File: config.mk
export PLATFORM = sky130hd
export DESIGN_NAME = jt900h_ldx_seq
export DESIGN_NICKNAME = d
export VERILOG_FILES = /design/src/rtl/jt900h_ldx_pkg.sv /design/src/rtl/jt900h_ldx_step.sv /design/src/rtl/jt900h_ldx_seq.sv
export SDC_FILE = /design/constraint.sdc
export NUM_CORES = 1
export LEC_CHECK = 0
export ABC_AREA = 1
export CAP_MARGIN = 0
export CORE_MARGIN = 2
export CORE_UTILIZATION = 51
export CTS_CLUSTER_SIZE = 8
export DETAILED_ROUTE_END_ITERATION = 10
export GPL_TIMING_DRIVEN = 0
export HOLD_SLACK_MARGIN = 0.03
export PLACE_DENSITY = 0.81
export REMOVE_ABC_BUFFERS = 1
export SYNTH_ARGS = -nofsm -noshare
export SYNTH_HDL_FRONTEND = slang
export SYNTH_SLANG_ARGS = --single-unit
File: constraint.sdc
create_clock -name clk -period 3.5 [get_ports clk]
set_input_delay 0.35 -clock clk [delete_from_list [all_inputs] [get_ports clk]]
set_output_delay 0.35 -clock clk [all_outputs]
set_load 0.01 [all_outputs]
File: src/rtl/jt900h_ldx_pkg.sv
// Shared definitions for the LDI/LDIR/LDD/LDDR block-transfer sequencer:
// FSM state encoding and the register-file read/write selector codes.
package jt900h_ldx_pkg;

    typedef enum logic [3:0] {
        ST_IDLE  = 4'd0,
        ST_LD_HL = 4'd1,
        ST_LD_DE = 4'd2,
        ST_LD_BC = 4'd3,
        ST_RD    = 4'd4,
        ST_WR    = 4'd5,
        ST_WB_HL = 4'd6,
        ST_WB_DE = 4'd7,
        ST_WB_BC = 4'd8,
        ST_CHK   = 4'd9
    } ldx_state_t;

    // The register-file mux decodes these same codes.
    localparam logic [1:0] XHL_SEL = 2'd0;
    localparam logic [1:0] XDE_SEL = 2'd1;
    localparam logic [1:0] BC_SEL  = 2'd2;

endpackage

File: src/rtl/jt900h_ldx_step.sv
// Pointer stepper: adds or subtracts 1 (byte) or 2 (word), wrapping modulo 2^AW.
// Odd addresses are stepped as-is; no alignment is applied.
module jt900h_ldx_step #(
    parameter int AW = 24
) (
    input  logic [AW-1:0] i_ptr,
    input  logic          i_ws,
    input  logic          i_dec,
    output logic [AW-1:0] o_ptr
);

    logic [AW-1:0] w_step;

    always_comb begin
        w_step = i_ws ? AW'(2) : AW'(1);
        o_ptr  = i_dec ? (i_ptr - w_step) : (i_ptr + w_step);
    end

endmodule

File: src/rtl/jt900h_ldx_seq.sv
// TLCS-900H block-transfer sequencer: fetches XHL/XDE/BC through the register
// file, moves one byte or word over the bus, writes back pointers, BC and V.
module jt900h_ldx_seq
    import jt900h_ldx_pkg::*;
#(
    parameter int AW = 24,
    parameter int DW = 16
) (
    input  logic          clk,
    input  logic          rst_n,
    input  logic          cen,
    input  logic          start,
    input  logic          ws,
    input  logic          dec,
    input  logic          rep,
    input  logic          irq,
    output logic          busy,
    output logic          done,
    output logic          susp,
    output logic [1:0]    reg_sel,
    input  logic [31:0]   reg_din,
    output logic          reg_we,
    output logic [31:0]   reg_dout,
    output logic [AW-1:0] mem_addr,
    output logic          mem_rd,
    output logic          mem_wr,
    output logic [DW-1:0] mem_dout,
    input  logic [DW-1:0] mem_din,
    input  logic          mem_ack,
    output logic          flag_we,
    output logic          flag_v
);

    ldx_state_t    r_state;
    ldx_state_t    w_next;
    logic [AW-1:0] r_src;
    logic [AW-1:0] r_dst;
    logic [15:0]   r_cnt;
    logic [DW-1:0] r_data;
    logic          r_ws;
    logic          r_dec;
    logic          r_rep;
    logic [AW-1:0] w_src_nx;
    logic [AW-1:0] w_dst_nx;
    logic [15:0]   w_cnt_m1;
    logic          w_unused;

    // Upper XHL/XDE bits beyond the bus width are not part of the address.
    assign w_unused = ^reg_din[31:AW];
    assign w_cnt_m1 = r_cnt - 16'd1;

    jt900h_ldx_step #(.AW(AW)) u_step_src (
        .i_ptr (r_src),
        .i_ws  (r_ws),
        .i_dec (r_dec),
        .o_ptr (w_src_nx)
    );

    jt900h_ldx_step #(.AW(AW)) u_step_dst (
        .i_ptr (r_dst),
        .i_ws  (r_ws),
        .i_dec (r_dec),
        .o_ptr (w_dst_nx)
    );

    always_ff @(posedge clk or negedge rst_n) begin
        if (!rst_n) begin
            r_state <= ST_IDLE;
            r_src   <= '0;
            r_dst   <= '0;
            r_cnt   <= '0;
            r_data  <= '0;
            r_ws    <= 1'b0;
            r_dec   <= 1'b0;
            r_rep   <= 1'b0;
        end else if (cen) begin
            r_state <= w_next;
            case (r_state)
                // Transfer mode is frozen for the whole instruction.
                ST_IDLE:  if (start) begin
                              r_ws  <= ws;
                              r_dec <= dec;
                              r_rep <= rep;
                          end
                ST_LD_HL: r_src <= reg_din[AW-1:0];
                ST_LD_DE: r_dst <= reg_din[AW-1:0];
                ST_LD_BC: r_cnt <= reg_din[15:0];
                ST_RD:    if (mem_ack) r_data <= r_ws ? mem_din : DW'(mem_din[7:0]);
                default:  ;
            endcase
        end
    end

    always_comb begin
        w_next   = r_state;
        busy     = 1'b1;
        done     = 1'b0;
        susp     = 1'b0;
        reg_sel  = XHL_SEL;
        reg_we   = 1'b0;
        reg_dout = '0;
        mem_addr = '0;
        mem_rd   = 1'b0;
        mem_wr   = 1'b0;
        mem_dout = '0;
        flag_we  = 1'b0;
        flag_v   = 1'b0;
        case (r_state)
            ST_IDLE: begin
                busy = 1'b0;
                if (start) w_next = ST_LD_HL;
            end
            ST_LD_HL: begin
                reg_sel = XHL_SEL;
                w_next  = ST_LD_DE;
            end
            ST_LD_DE: begin
                reg_sel = XDE_SEL;
                w_next  = ST_LD_BC;
            end
            ST_LD_BC: begin
                reg_sel = BC_SEL;
                w_next  = ST_RD;
            end
            ST_RD: begin
                mem_addr = r_src;
                mem_rd   = 1'b1;
                if (mem_ack) w_next = ST_WR;
            end
            ST_WR: begin
                mem_addr = r_dst;
                mem_wr   = 1'b1;
                mem_dout = r_data;
                if (mem_ack) w_next = ST_WB_HL;
            end
            ST_WB_HL: begin
                reg_sel  = XHL_SEL;
                reg_we   = 1'b1;
                reg_dout = 32'(w_src_nx);
                w_next   = ST_WB_DE;
            end
            ST_WB_DE: begin
                reg_sel  = XDE_SEL;
                reg_we   = 1'b1;
                reg_dout = 32'(w_dst_nx);
                w_next   = ST_WB_BC;
            end
            ST_WB_BC: begin
                reg_sel  = BC_SEL;
                reg_we   = 1'b1;
                reg_dout = {16'd0, w_cnt_m1};
                flag_we  = 1'b1;
                flag_v   = (w_cnt_m1 != 16'd0);
                w_next   = ST_CHK;
            end
            ST_CHK: begin
                // Interrupts are only taken between iterations of the repeat form.
                if (!r_rep || (w_cnt_m1 == 16'd0)) begin
                    done   = 1'b1;
                    w_next = ST_IDLE;
                end else if (irq) begin
                    done   = 1'b1;
                    susp   = 1'b1;
                    w_next = ST_IDLE;
                end else begin
                    w_next = ST_LD_HL;
                end
            end
            default: w_next = ST_IDLE;
        endcase
    end

endmodule

---- Word level (Yosys, flattened, before mapping) ----
Cells that the tools add are included.
cells by class
  add/subtract/negate cells ............... 5
  equality and inequality tests ........... 12
  muxes and demuxes ....................... 25
  reduce and logical (&&, ||, !) cells .... 14
operator list
  cell                                                count
  one-hot mux 24 bit (3 select lines)                 1
  adder 24 bit                                        2
  two-way mux 24 bit                                  2
  one-hot mux 24 bit (2 select lines)                 1
  subtractor 24 bit                                   2
  one-hot mux 4 bit (10 select lines)                 1
  two-way mux 16 bit                                  2
  == test 4 x 3 -> 1 bit, second input constant       4
  zero test 16 bit                                    1
  nonzero test 16 bit                                 1
  subtractor 16 x 1 -> 16 bit, second input constant  1
  two-way mux 1 bit                                   13
  two-way mux 4 bit                                   3
  == test 4 x 2 -> 1 bit, second input constant       2
  == test 4 bit, second input constant                2
  inequality test 2 bit, second input constant        3
  AND reduction 2 bit                                 3
  AND reduction 3 bit                                 2
  == test 4 x 1 -> 1 bit, second input constant       1
  zero test 4 bit                                     1
  one-hot mux 2 bit (2 select lines)                  1
  AND reduction 4 bit                                 1
  OR reduction 2 bit                                  2
  OR reduction 3 bit                                  1
  3 further kinds                                     3
storage, ports and cells
  register bits ........................... 87
  bits of input ports ..................... 57
  output and inout bits ................... 82
  logic and storage cells ................. 64

---- Depth between registers and ports, before layout ----
Gate-level depths: netlist of the first run.
  word-level depth ........................ 5
  gate-level depth with buffers ........... 21
  gate-level depth less buffers ........... 20

---- By module ----
Synthesis of the first run repeated with hierarchy kept, for this count alone.
second synthesis, totals
  cell total of the unflattened synthesis .. 1,348
  area, all modules ....................... 8,246.7 sq um
modules (own cells, without submodules)
  module           times used  cells each  area an instance (sq um)  sequential area each (sq um)
  jt900h_ldx_seq   1           626         4,795.8                   2,177.1
  jt900h_ldx_step  2           361         1,725.4                   0.0

---- Least setup slack after synthesis of the first run ----
Ideal clock, no wire load.
  path kind ............................... reg2out
  start ................................... register r_state[2]
  end ..................................... output port reg_dout[16]
  arrival ................................. 2.796 ns
  data required time ...................... 3.150 ns
  setup slack ............................. 0.354 ns
  cell stages (with the launch flop) ...... 19
  path buffers ............................ 2
  cell sequence ........................... dfrtp_1 > inv_2 > nor2_2 > inv_2 > nor2_4 > buf_2 > clkbuf_1 > o21ai_0 > fa_1 > nand2_1 > nand2_1 > o21ai_1 > inv_1 > a21oi_1 > inv_1 > nand4_1 > o211ai_1 > xnor2_1 > nor2_1
between the ends
  longest elaborated chain between the ends .. 2
ends and longest elaborated chain
  what                                                            RTL line               source
  start, declared                                                 jt900h_ldx_seq.sv:34   ldx_state_t r_state;
  start signal, assigned                                          jt900h_ldx_seq.sv:77   r_state <= w_next;
  == test 4 bit / == test 4 x 3 -> 1 bit (equally long branches)  jt900h_ldx_seq.sv:108  case (r_state)
  one-hot mux 24 bit (3 select lines) (*)                         jt900h_ldx_seq.sv:108
  end, declared                                                   jt900h_ldx_seq.sv:23   output logic [31:0] reg_dout,
Mark *: on every way between the ends. The rest lies on a longest branch, timed or not.

---- Worst setup path after layout of the first run ----
  start ................................... register r_state[3]
  end ..................................... output port reg_dout[14]
Same word-level chain as after synthesis.

==> run summary, run 1 <==
WP data arrival: 3.22 ns
Post-synth EDFFs: 0
Starting Density: 0.5244
Hold Vio Cnt, Final: 0
Ys Warns: 0
drt initial violations: 500
CP bufs+invs: 5
initial antenna violation count: 0
H-tree depth: 3
area of the multi-input gates: 3417 um^2
CTS tree: built
dominant cells by area after synthesis: dfrtp_1 36%, nand2_1 12%, o21ai_0 11%
io pins: 139
top cell types by occurrence after synthesis: 196 x nand2_1, 131 x inv_1, 130 x o21ai_0
Worst Path Class, Setup: reg -> out
Top delay family on crit path: buffers and inverters
hpwl dp: 12.22 mm
Worst IR Drop VDD: 0.6558 mV
Post-Syn Instances: 860
sequential area share after synthesis: 0.3636
die area: 12620 um^2
P_leak: 3.817 nW
final worst setup slack: -0.06529 ns
number of routed nets with antenna violations: 0
worst slew pin tran: 1.130 ns
reg2reg end: r_data[0]$_DFFE_PN0P_
die width: 112.4 um
crit path launch type: flop
most common cell in the netlist: nand2_1
clk buf depth: 2
Clk Latency, worst-skew pair: 0.36 ns
Critical Path End Type: output pin
Setup Skew: 0.008546 ns
WP data required: 3.15 ns
Final period util: 1.019
Critical-path top delay cell: dfrtp_1
RSZ-0062 raised after global routing: yes
wire length of the first global-routing pass: 28.51 mm
ys async rst share: 1.000
Reg clk slew, reported paths: 0.07 ns
R2R Path Start: r_state[3]$_DFFE_PN0P_
GP Congestion: 0.9492
die height: 112.4 um
vias in the first global route: 5803
Worst Hold Class: in -> async
via count: 6230
total track usage: 0.2878
final slew viol count: 0
ant diodes: 0
syn_area_per_cell: 6.963 um^2
Initial DRT Pass Iterations: 5
Synth Flop Type: dfrtp_1
CP Max Fanout: 10
Highest Clock Rate: 0.2805 GHz
post-DR vias/cell: 5.441
Area Growth Syn to Fin: 34.18%
Distinct cells, synth: 41
TNS Setup: -0.1268 ns
failing checks: negative setup slack
WL/cell: 15.97 um
DR DRC count: 0
fillers: 960
layout cells sized above 1: 0.1387
status: complete, but fails checks
maxcap violations: 0
critical path cell sequence: nor2_4, inv_6, nor2_4, buf_12, buf_4, o21ai_1, ha_1, a21oi_1, nor2_1, nor2_2, o21bai_2, a21oi_2, buf_4, xor2_1, o21ai_1, buf_2
# rows: 39
Root Buffer: clkbuf_16
Post-Syn Area: 5988 um^2
Pwr Total: 8.446 mW
register area: 2185 um^2
leading area contributor after synthesis: dfrtp_1
clock sinks: 87
largest net degree at the start of global routing: 62
Core ar.: 11420 um^2
R2R setup slack: 0.98 ns
worst r2r path cells: 7
cell area after layout: 8035 um^2
nets@finish: 1080
Slew HR: 0.2444
flops & latches, synth: 87
max incr delay on CP: 0.42 ns
grt ovf: 0
Yosys top cell area share: 0.3636
Post-DP Area: 7273 um^2
Port Buf Inserts: 122
detailed-route wire length: 18.29 mm
Final setup viols: 5
crit path time final: 3.565 ns
CTS buffer count: 9
pwr dens: 1051 nW/um^2
dpl ws: -1.019 ns
## sequential cells by signal, summed over array words and instances (netlist names)
signal   count
r_rep        1
r_dst       24
r_state      4
r_src       24
r_cnt       16
r_ws         1
r_dec        1
r_data      16
## power breakdown
part / leakage (nW) / switching [mW] / internal (mW)
combinational: 2.65 / 3.39 / 2.27
clock: 0.129 / 0.433 / 0.506
sequential: 1.04 / 0.371 / 1.48
total: 3.82 / 4.19 / 4.25
## layout by cell type (no fill, tap or decap), types with 4 or more instances in the layout
cell type / Yosys / final
a21o_1: 4 / 4
conb_1: 1 / 8
inv_2: 3 / 5
nand3_2: 1 / 4
a21oi_2: 0 / 8
a21oi_1: 40 / 31
xor2_1: 7 / 6
o21ai_4: 0 / 4
nand2_2: 1 / 7
o21ai_0: 130 / 104
nor2_4: 4 / 9
o22ai_1: 25 / 24
o21bai_1: 6 / 4
clkbuf_16: 0 / 9
buf_2: 9 / 12
nor2_2: 8 / 10
buf_4: 12 / 28
nand3b_1: 4 / 4
ha_1: 25 / 19
nand4_1: 7 / 7
nand3_1: 26 / 23
o21ai_2: 1 / 4
nand2_1: 196 / 189
o21ai_1: 4 / 23
inv_1: 131 / 128
dfrtp_1: 87 / 83
xnor2_1: 7 / 7
clkdlybuf4s50_1: 0 / 100
nor2_1: 84 / 80
## final cells by class
class,instances,area share
multi-input combinational,611,0.4253
clock buffer,11,0.03021
tap,143,0.02227
timing repair buffer,154,0.1822
inverter,134,0.06322
clock inverter,5,0.004983
sequential,87,0.2719
## routing by layer
layer	up-vias	routed length, um	GRT usage
met2	231	8588	0.4659
met3	42	1221	0.03510
met4	0	600	0.1236
li1	3039	-	-
met5	-	0	0
met1	2918	7877	0.3925
## worst max path at each step
stage | from | slack, ns | end | cells past startpoint
after floorplan | r_state[2]$_DFFE_PN0P_ | 0.23 | reg_dout[16] | 19
after global placement | rst_n | -1.13 | r_dst[6]$_DFFE_PN0P_ | 1
after detailed placement | r_state[2]$_DFFE_PN0P_ | -1.02 | reg_dout[12] | 18
after CTS | r_state[2]$_DFFE_PN0P_ | -0.05 | reg_dout[13] | 18
after global routing | r_state[3]$_DFFE_PN0P_ | -0.24 | reg_dout[16] | 20
final | r_state[3]$_DFFE_PN0P_ | -0.07 | reg_dout[14] | 16
## cells by family after synthesis
kind of cell / after synthesis / synth area share
DFF: 87 / 0.3636
buffers and inverters: 172 / 0.1185
muxes: 2 / 0.003761
xor gates and xnor gates: 14 / 0.02048
and+or+nand+nor: 338 / 0.2384
adders and majority gates: 26 / 0.05558
AOI/OAI and AO/OA: 220 / 0.1991
other: 1 / 0.0006262
## per-stage QoR
stage               std cells    util  hold WS, ns
CTS                      1135  0.6838       0.4605
global route             1145  0.7037       0.4942
detailed placement       1096  0.6370       0.2976
floorplan                 829       -      0.05441
global placement         1094  0.6313       0.4668
finish                   1145  0.7037       0.4498
## what timing repair did
action	in CTS	in global routing
resized for setup	93	64
buffers inserted	19	10
hold buffers	1	0
pin swaps	14	11
hold endpoints to repair	26	0
gates cloned	3	0
endpoints found under the setup margin	24	22
(Power assumes the default switching activity.)
==> inputs of run 2 (changes only) <==
Settings changed: CTS_CLUSTER_SIZE 8 to 14.
==> results of run 2 <==
The final DEF is identical to that of run 1; final timing and power are the same.
